### config.mk
export PLATFORM = sky130hd
export DESIGN_NAME = bus_arbiter
export DESIGN_NICKNAME = d
export VERILOG_FILES = /design/src/rtl/bus_pkg.sv /design/src/rtl/bus_arb_pick.sv /design/src/rtl/bus_arbiter.sv
export SDC_FILE = /design/constraint.sdc
export NUM_CORES = 1
export LEC_CHECK = 0
export BUFFER_PORTS_ARGS = -buffer_cell sky130_fd_sc_hd__buf_2
export CAP_MARGIN = 0
export CORE_ASPECT_RATIO = 0.75
export CORE_MARGIN = 2
export CORE_UTILIZATION = 46
export DETAILED_ROUTE_END_ITERATION = 10
export GPL_ROUTABILITY_DRIVEN = 0
export PLACE_DENSITY = 0.8
export SLEW_MARGIN = 20
export SYNTH_ARGS = -nofsm -noshare
export SYNTH_HDL_FRONTEND = slang
export SYNTH_SLANG_ARGS = --single-unit
### constraint.sdc
create_clock -name clk -period 1.97 [get_ports clk]
set_input_delay 0 -clock clk [delete_from_list [all_inputs] [get_ports clk]]
set_output_delay 0 -clock clk [all_outputs]
set_load 0.1 [all_outputs]
### src/rtl/bus_pkg.sv
// Shared definitions for the three-way bus arbiter: owner codes, FSM states,
// default bus widths and the starvation-counter increment helper.
package bus_pkg;

    localparam int BUS_ADR_W = 20;
    localparam int BUS_DAT_W = 16;
    localparam int CNT_W     = 4;

    localparam logic [1:0] GNT_NONE = 2'd0;
    localparam logic [1:0] GNT_EU   = 2'd1;
    localparam logic [1:0] GNT_PF   = 2'd2;
    localparam logic [1:0] GNT_DM   = 2'd3;

    typedef enum logic [1:0] {
        IDLE  = 2'd0,
        ISSUE = 2'd1,
        DONE  = 2'd2
    } state_t;

    function automatic logic [CNT_W-1:0] sat_inc(input logic [CNT_W-1:0] v,
                                                 input logic [CNT_W-1:0] lim);
        if (v >= lim) begin
            return lim;
        end else begin
            return v + 4'd1;
        end
    endfunction

endpackage

### src/rtl/bus_arb_pick.sv
// Combinational winner select: promoted DM, promoted PF, then EU > PF > DM.
// An active EU lock restricts the choice to EU and suppresses promotion.
module bus_arb_pick
    import bus_pkg::*;
(
    input  logic [2:0] i_req,
    input  logic       i_pf_starve,
    input  logic       i_dm_starve,
    input  logic       i_lock,
    output logic [1:0] o_gnt
);

    // Priority resolution; DM wins a double promotion since it has waited longest.
    always_comb begin
        o_gnt = GNT_NONE;
        if (i_lock) begin
            if (i_req[0]) begin
                o_gnt = GNT_EU;
            end else begin
                o_gnt = GNT_NONE;
            end
        end else if (i_dm_starve && i_req[2]) begin
            o_gnt = GNT_DM;
        end else if (i_pf_starve && i_req[1]) begin
            o_gnt = GNT_PF;
        end else if (i_req[0]) begin
            o_gnt = GNT_EU;
        end else if (i_req[1]) begin
            o_gnt = GNT_PF;
        end else if (i_req[2]) begin
            o_gnt = GNT_DM;
        end else begin
            o_gnt = GNT_NONE;
        end
    end

endmodule

### src/rtl/bus_arbiter.sv
// Shares one bus transaction engine between EU, PF and DM requesters.
// Optional atomic EU lock (eu_lock port) when BUS_ARBITER_LOCK_EN is defined.
module bus_arbiter
    import bus_pkg::*;
#(
    parameter int ADR_W        = BUS_ADR_W,
    parameter int DAT_W        = BUS_DAT_W,
    parameter int STARVE_LIMIT = 4
) (
    input  logic             clk,
    input  logic             rst_n,
`ifdef BUS_ARBITER_LOCK_EN
    input  logic             eu_lock,
`endif
    input  logic             eu_req,
    input  logic             pf_req,
    input  logic             dm_req,
    input  logic             eu_rw,
    input  logic             pf_rw,
    input  logic             dm_rw,
    input  logic [ADR_W-1:0] eu_adr,
    input  logic [ADR_W-1:0] pf_adr,
    input  logic [ADR_W-1:0] dm_adr,
    input  logic [DAT_W-1:0] eu_dtw,
    input  logic [DAT_W-1:0] pf_dtw,
    input  logic [DAT_W-1:0] dm_dtw,
    output logic             eu_ack,
    output logic             pf_ack,
    output logic             dm_ack,
    output logic [DAT_W-1:0] eu_dtr,
    output logic [DAT_W-1:0] pf_dtr,
    output logic [DAT_W-1:0] dm_dtr,
    output logic             bus_req,
    output logic             bus_rw,
    output logic [ADR_W-1:0] bus_adr,
    output logic [DAT_W-1:0] bus_dtw,
    input  logic             bus_ack,
    input  logic [DAT_W-1:0] bus_dtr,
    output logic [1:0]       gnt
);

    localparam logic [CNT_W-1:0] LIM = 4'(STARVE_LIMIT);

    state_t             r_state;
    state_t             w_next;
    logic [1:0]         r_gnt;
    logic [1:0]         w_win;
    logic [CNT_W-1:0]   r_pf_cnt;
    logic [CNT_W-1:0]   r_dm_cnt;
    logic               w_lock;
    logic               w_pf_starve;
    logic               w_dm_starve;
    logic               w_rw;
    logic [ADR_W-1:0]   w_adr;
    logic [DAT_W-1:0]   w_dtw;
    logic               r_eu_ack, r_pf_ack, r_dm_ack;
    logic [DAT_W-1:0]   r_eu_dtr, r_pf_dtr, r_dm_dtr;
    logic               r_bus_req, r_bus_rw;
    logic [ADR_W-1:0]   r_bus_adr;
    logic [DAT_W-1:0]   r_bus_dtw;

    assign w_pf_starve = (r_pf_cnt >= LIM);
    assign w_dm_starve = (r_dm_cnt >= LIM);

`ifdef BUS_ARBITER_LOCK_EN
    logic r_lock;

    assign w_lock = r_lock & eu_lock & eu_req;

    // Lock is armed by EU's completion and released by the first IDLE that does not honour it.
    always_ff @(posedge clk or negedge rst_n) begin
        if (!rst_n) begin
            r_lock <= 1'b0;
        end else if (r_state == DONE && r_gnt == GNT_EU) begin
            r_lock <= eu_lock;
        end else if (r_state == IDLE && !w_lock) begin
            r_lock <= 1'b0;
        end else begin
            r_lock <= r_lock;
        end
    end
`else
    assign w_lock = 1'b0;
`endif

    bus_arb_pick u_pick (
        .i_req       ({dm_req, pf_req, eu_req}),
        .i_pf_starve (w_pf_starve),
        .i_dm_starve (w_dm_starve),
        .i_lock      (w_lock),
        .o_gnt       (w_win)
    );

    // Request fields of the IDLE winner.
    always_comb begin
        w_rw  = eu_rw;
        w_adr = eu_adr;
        w_dtw = eu_dtw;
        case (w_win)
            GNT_PF: begin
                w_rw  = pf_rw;
                w_adr = pf_adr;
                w_dtw = pf_dtw;
            end
            GNT_DM: begin
                w_rw  = dm_rw;
                w_adr = dm_adr;
                w_dtw = dm_dtw;
            end
            default: begin
                w_rw  = eu_rw;
                w_adr = eu_adr;
                w_dtw = eu_dtw;
            end
        endcase
    end

    // State register.
    always_ff @(posedge clk or negedge rst_n) begin
        if (!rst_n) begin
            r_state <= IDLE;
        end else begin
            r_state <= w_next;
        end
    end

    // Next-state logic; bus_ack only matters while a transaction is issued.
    always_comb begin
        w_next = IDLE;
        case (r_state)
            IDLE:    w_next = (w_win != GNT_NONE) ? ISSUE : IDLE;
            ISSUE:   w_next = bus_ack ? DONE : ISSUE;
            DONE:    w_next = IDLE;
            default: w_next = IDLE;
        endcase
    end

    // Starvation counters: updated only at IDLE evaluations, saturating at the limit.
    always_ff @(posedge clk or negedge rst_n) begin
        if (!rst_n) begin
            r_pf_cnt <= 4'd0;
            r_dm_cnt <= 4'd0;
        end else if (r_state == IDLE) begin
            r_pf_cnt <= (!pf_req || w_win == GNT_PF) ? 4'd0 : sat_inc(r_pf_cnt, LIM);
            r_dm_cnt <= (!dm_req || w_win == GNT_DM) ? 4'd0 : sat_inc(r_dm_cnt, LIM);
        end else begin
            r_pf_cnt <= r_pf_cnt;
            r_dm_cnt <= r_dm_cnt;
        end
    end

    // Registered outputs: ack and read data land together in the DONE cycle.
    always_ff @(posedge clk or negedge rst_n) begin
        if (!rst_n) begin
            r_gnt     <= GNT_NONE;
            r_bus_req <= 1'b0;
            r_bus_rw  <= 1'b0;
            r_bus_adr <= '0;
            r_bus_dtw <= '0;
            r_eu_ack  <= 1'b0;
            r_pf_ack  <= 1'b0;
            r_dm_ack  <= 1'b0;
            r_eu_dtr  <= '0;
            r_pf_dtr  <= '0;
            r_dm_dtr  <= '0;
        end else begin
            r_eu_ack <= 1'b0;
            r_pf_ack <= 1'b0;
            r_dm_ack <= 1'b0;
            case (r_state)
                IDLE: begin
                    if (w_win != GNT_NONE) begin
                        r_gnt     <= w_win;
                        r_bus_req <= 1'b1;
                        r_bus_rw  <= w_rw;
                        r_bus_adr <= w_adr;
                        r_bus_dtw <= w_dtw;
                    end
                end
                ISSUE: begin
                    if (bus_ack) begin
                        r_bus_req <= 1'b0;
                        case (r_gnt)
                            GNT_EU: begin
                                r_eu_ack <= 1'b1;
                                r_eu_dtr <= bus_dtr;
                            end
                            GNT_PF: begin
                                r_pf_ack <= 1'b1;
                                r_pf_dtr <= bus_dtr;
                            end
                            GNT_DM: begin
                                r_dm_ack <= 1'b1;
                                r_dm_dtr <= bus_dtr;
                            end
                            default: ;
                        endcase
                    end
                end
                DONE: r_gnt <= GNT_NONE;
                default: begin
                    r_gnt     <= GNT_NONE;
                    r_bus_req <= 1'b0;
                end
            endcase
        end
    end

    assign gnt     = r_gnt;
    assign bus_req = r_bus_req;
    assign bus_rw  = r_bus_rw;
    assign bus_adr = r_bus_adr;
    assign bus_dtw = r_bus_dtw;
    assign eu_ack  = r_eu_ack;
    assign pf_ack  = r_pf_ack;
    assign dm_ack  = r_dm_ack;
    assign eu_dtr  = r_eu_dtr;
    assign pf_dtr  = r_pf_dtr;
    assign dm_dtr  = r_dm_dtr;

endmodule

==> impl_metrics.py, run 1 <==
metrics = {
    "timing": {
        "setup_slack_ns": 0.06448,
        "rsz0062_at_grt": "false",
        "fin_tns_setup_ns": 0,
        "period_share_pct": 96.73,
        "setup_violations": 0,
        "drv_slew": 0,
        "finalClockSkew_ns": 0.006293,
        "worst_pin_slew_ns": 0.5169,
        "fmax_mhz": 524.8,
        "finalCriticalPeriod_ns": 1.906,
        "finalHoldViolCount": 0,
        "slew_headroom_pct": 65.78,
    },
    "floorplanning": {
        "dieArea_um2": 10820,
        "pin_count": 224,
        "fp.dieW_um": 119.5,
        "num_rows": 31,
        "die_height_um": 90.60,
        "core_um2": 9697,
        "initial_utilization_pct": 47.43,
    },
    "synthesis": {
        "synth_edf_count": 0,
        "seq_area_frac_synth_pct": 54.95,
        "synth_cell_types": 36,
        "synth_area_leaders": "dfrtp_1, mux2_2, a221oi_2",
        "synth.top_cell.area_share_pct": 54.95,
        "avgSynthCellArea_um2": 11.85,
        "ys.flop_type": "dfrtp_1",
        "syn_inst": 388,
        "synth.net_count": 523,
        "synth_area_um2": 4599,
        "synthArstFlopShare_pct": 100.0,
        "yosys.area.top_type": "dfrtp_1",
        "yosys_warnings": 0,
        "synth_seq_cells": 101,
    },
    "worst_setup_path": {
        "crit_buf_inv": 1,
        "crit_path_max_incr_delay_ns": 0.44,
        "critPathSlowestCell": "or3b_1",
        "critPathKind": "reg2reg",
        "required_ns": 2.18,
        "worstPathArrival_ns": 2.11,
        "start_kind": "flip-flop",
        "crit_family": "simple AND/OR/NAND/NOR gates",
        "end_kind": "flip-flop",
        "critPathMaxFanout": 26,
        "crit_chain": "or3b_1 > and3_2 > buf_12 > a221oi_2 > a21oi_1",
        "r2r_slack_ns": 0.06,
    },
    "routing": {
        "dr.pass1.iters": 5,
        "routed_via_density": 5.557,
        "ant_nets": 0,
        "drc_errors": 0,
        "wl_um": 16900,
        "drt_iter0_markers": 465,
        "wl_per_cell_um": 19.38,
        "num_vias": 4846,
    },
    "clock_network": {
        "cts_buffer_depth": 2,
        "cts_tree": "yes",
        "htree_levels": 3,
        "worstSkewPairLatency_ns": 0.34,
        "cts-resized-gates": 0,
        "clkTransAtPathRegs_ns": 0.07,
        "cts_made_buffers": 9,
        "clock-root-buffer": "clkbuf_16",
        "clock-sinks": 101,
    },
    "placed_design": {
        "pre_cts_slack_ns": 0.1410,
        "portBuffers": 223,
        "dp_hpwl_um": 9542,
    },
    "job": {
        "maxCapViolCount": 0,
    },
    "global_routing": {
        "grt-ovfl-total": 0,
        "grt_start_max_net_pins": 44,
        "track_usage_pct": 31.56,
        "antenna_found_initial": 1,
        "grt_pass1_vias": 5194,
        "grt_pass1_wl_um": 26520,
    },
    "cells_and_area": {
        "drive_above_1_share_pct": 46.34,
        "nets": 868,
        "post-route-util_pct": 76.86,
        "mostFrequentLayoutCell": "buf_2",
        "syn_to_final_growth_pct": 62.05,
        "layout_common_cells": "buf_2, dlygate4sd3_1, dfrtp_1",
    },
    "status": {
        "status": "complete, no violations",
    },
    "min_path": {
        "hold_path_class": "in2reg",
    },
}
## path summary, 6_finish.rpt
| path | cells after the start | from | to |
|---|---|---|---|
| worst max-delay path | 5 | r_pf_cnt[2] | bus_adr[11] |
| worst min-delay path | 3 | dm_adr[7] | bus_adr[7] |
| worst max register to register | 5 | r_pf_cnt[2] | bus_adr[11] |
| worst min register to register | 1 | eu_dtr[7] | eu_dtr[7] |
| max in group asynchronous | 3 | rst_n | bus_dtw[7] |
| min in group asynchronous | 2 | rst_n | eu_dtr[0] |
## tightest hold or removal path, delay by kind of cell
kind / cells / cell delay (ns)
buffers and inverters: 1 / 0.09
AOI/OAI and AO/OA: 2 / 0.21
## synth_stat cells, types with 4 or more instances
master    instances
buf_4             8
a221oi_2         30
a221oi_1          7
o21ai_0           9
nor2_1           43
inv_1             4
buf_2            10
mux2_2           45
nand2_1          46
buf_6             5
dfrtp_1         101
a21oi_1          43
## through the flow
step / cells / instance area, µm² / hold slack (ns)
floorplan: 388 / 4602 / -0.2956
global placement: 731 / 5908 / -0.02868
detailed placement: 731 / 5908 / -0.02279
CTS: 870 / 7448 / 0.006388
global route: 871 / 7451 / 0.03722
finish: 872 / 7453 / 0.01581
## final cells by class
class | count | area, µm²
Inverter | 4 | 15.01
Tap cell | 132 | 165.2
Fill cell | 591 | 2243
Clock inverter | 6 | 70.07
Clock buffer | 10 | 239.0
Sequential cell | 101 | 2530
Timing Repair Buffer | 363 | 2565
Antenna cell | 2 | 5.005
Multi-Input combinational cell | 254 | 1864
## per-layer routing
metal / vias to the layer above / track usage [%] / share of wire (%)
met5: - / 0 / 0
met2: 353 / 52.00 / 48
met4: 0 / 19.41 / 5.9
met1: 2307 / 34.60 / 36
li1: 2088 / - / -
met3: 98 / 11.81 / 10
## flip-flops by register name, summed over array words and instances, names as in the netlist
| register | flops |
|---|---|
| bus_req | 1 |
| eu_ack | 1 |
| eu_dtr | 16 |
| pf_ack | 1 |
| gnt | 2 |
| bus_rw | 1 |
| bus_adr | 20 |
| dm_dtr | 16 |
| dm_ack | 1 |
| bus_dtw | 16 |
| r_pf_cnt | 4 |
| r_dm_cnt | 4 |
| r_state | 2 |
| pf_dtr | 16 |
## cells by family (layout without fill, tap and decap cells)
family          after synthesis  count (layout)  share of synthesized area (%)
compound gates               96              96                          17.95
fa+ha+maj                     2               2                         0.5440
buf+inv                      33             383                          4.733
flops                       101             101                          54.95
simple gates                108             108                          10.07
mux                          48              48                          11.75
other cells                   0               2                              0
## timing repair
item,in CTS,in global routing
buffers inserted,0,0
hold buffers,123,0
endpoints found under the hold margin,129,0
Power of run 1 is left out: the tool's default activity adds up to more than one toggle a clock period on the data nets, which glitch-free logic cannot reach.
==> run 2, diff against run 1 <==
Settings changed: BUFFER_PORTS_ARGS -buffer_cell sky130_fd_sc_hd__buf_2 to default, CORE_UTILIZATION 46 to 60, DONT_BUFFER_PORTS from default to 1, PLACE_DENSITY 0.8 to 0.76, TNS_END_PERCENT from default to 20.
==> impl_metrics.py, run 2 <==
metrics = {
    "floorplanning": {
        "initial_utilization_pct": 62.17,
        "fp.dieW_um": 105.1,
        "pin_count": 224,
        "num_rows": 27,
        "die_height_um": 79.83,
    },
    "clock_network": {
        "cts_buffer_depth": 2,
        "htree_levels": 3,
        "clock-sinks": 101,
        "cts_made_buffers": 9,
        "cts-resized-gates": 0,
        "cts_setup_buffers": 0,
        "clock-root-buffer": "clkbuf_8",
        "ctsHoldBuffers": 117,
    },
    "synthesis": {
        "syn_inst": 388,
        "synthArstFlopShare_pct": 100.0,
        "yosys.area.top_type": "dfrtp_1",
        "seq_area_frac_synth_pct": 54.95,
        "ys.flop_type": "dfrtp_1",
        "synth_area_um2": 4599,
        "synth_area_leaders": "dfrtp_1, mux2_2, a221oi_2",
        "synth.net_count": 523,
        "synth_cell_types": 36,
        "yosysMostFrequentCell": "dfrtp_1",
        "avgSynthCellArea_um2": 11.85,
        "synth_edf_count": 0,
        "synth_seq_cells": 101,
        "synth_common_cells": "dfrtp_1, nand2_1, mux2_2, a21oi_1, nor2_1",
        "synth.top_cell.area_share_pct": 54.95,
        "yosys_warnings": 0,
    },
    "placed_design": {
        "portBuffers": 0,
        "dp_hpwl_um": 8834,
        "pre_cts_slack_ns": 0.1229,
    },
    "status": {
        "first-error": "[ERROR RSZ-0060] Max buffer count reached.",
        "status": "did not finish",
        "stop_stage": "clock tree synthesis",
    },
}
## run 2: stage by stage
stage / instances / utilization [%] / TNS (ns) / instance area (µm²) / hold WS, ns
floorplan: 388 / - / -0.5548 / 4601 / -0.2956
global placement: 564 / 72.18 / 0 / 5340 / -0.2927
detailed placement: 564 / 72.18 / 0 / 5340 / -0.2936
## run 2: logic make-up after synthesis
kind of cell / count (synthesis) / synth area share, %
simple gates: 108 / 10.07
fa+ha+maj: 2 / 0.5440
mux: 48 / 11.75
buf+inv: 33 / 4.733
flops: 101 / 54.95
compound gates: 96 / 17.95
==> run 3, diff against run 2 <==
Settings changed: CORE_ASPECT_RATIO 0.75 to default, CORE_UTILIZATION 60 to 40, PLACE_DENSITY 0.76 to default, PLACE_DENSITY_LB_ADDON from default to 0.15.
==> impl_metrics.py, run 3 <==
metrics = {
    "synthesis": {
        "synthArstFlopShare_pct": 100.0,
        "synth_common_cells": "dfrtp_1, nand2_1, mux2_2, a21oi_1, nor2_1",
        "yosysMostFrequentCell": "dfrtp_1",
        "synth_seq_cells": 101,
        "yosys.area.top_type": "dfrtp_1",
        "seq_area_frac_synth_pct": 54.95,
        "avgSynthCellArea_um2": 11.85,
        "synth.net_count": 523,
        "synth.top_cell.area_share_pct": 54.95,
        "yosys_warnings": 0,
        "synth_cell_types": 36,
        "synth_edf_count": 0,
        "synth_area_um2": 4599,
        "synth_area_leaders": "dfrtp_1, mux2_2, a221oi_2",
        "syn_inst": 388,
        "ys.flop_type": "dfrtp_1",
    },
    "clock_network": {
        "htree_levels": 3,
        "clock-root-buffer": "clkbuf_16",
        "cts-resized-gates": 0,
        "cts_made_buffers": 9,
        "cts_setup_buffers": 0,
        "ctsHoldBuffers": 124,
        "cts_buffer_depth": 2,
        "clock-sinks": 101,
    },
    "floorplanning": {
        "num_rows": 39,
        "pin_count": 224,
        "initial_utilization_pct": 40.63,
        "die_height_um": 111.2,
        "fp.dieW_um": 111.2,
    },
    "status": {
        "stop_stage": "clock tree synthesis",
        "status": "did not finish",
        "first-error": "[ERROR RSZ-0060] Max buffer count reached.",
    },
    "placed_design": {
        "dp_hpwl_um": 8441,
        "portBuffers": 0,
    },
}
## run 3: cell counts after synthesis
No cell type changed its count.
## run 3: metrics by stage
step,area (µm²),TNS [ns],setup slack [ns],instances,hold slack [ns]
after floorplan,4601,-0.5548,-0.06553,388,-0.2956
after global placement,5393,0,0.1830,602,-0.2912
after detailed placement,5393,0,0.1700,602,-0.2912
## run 3: kinds of logic after synthesis
| kind of cell | share of synthesized area [%] |
|---|---|
| and+or+nand+nor | 10.07 |
| DFF | 54.95 |
| AOI/OAI and AO/OA | 17.95 |
| muxes | 11.75 |
| buffers and inverters | 4.733 |
| adders and majority gates | 0.5440 |
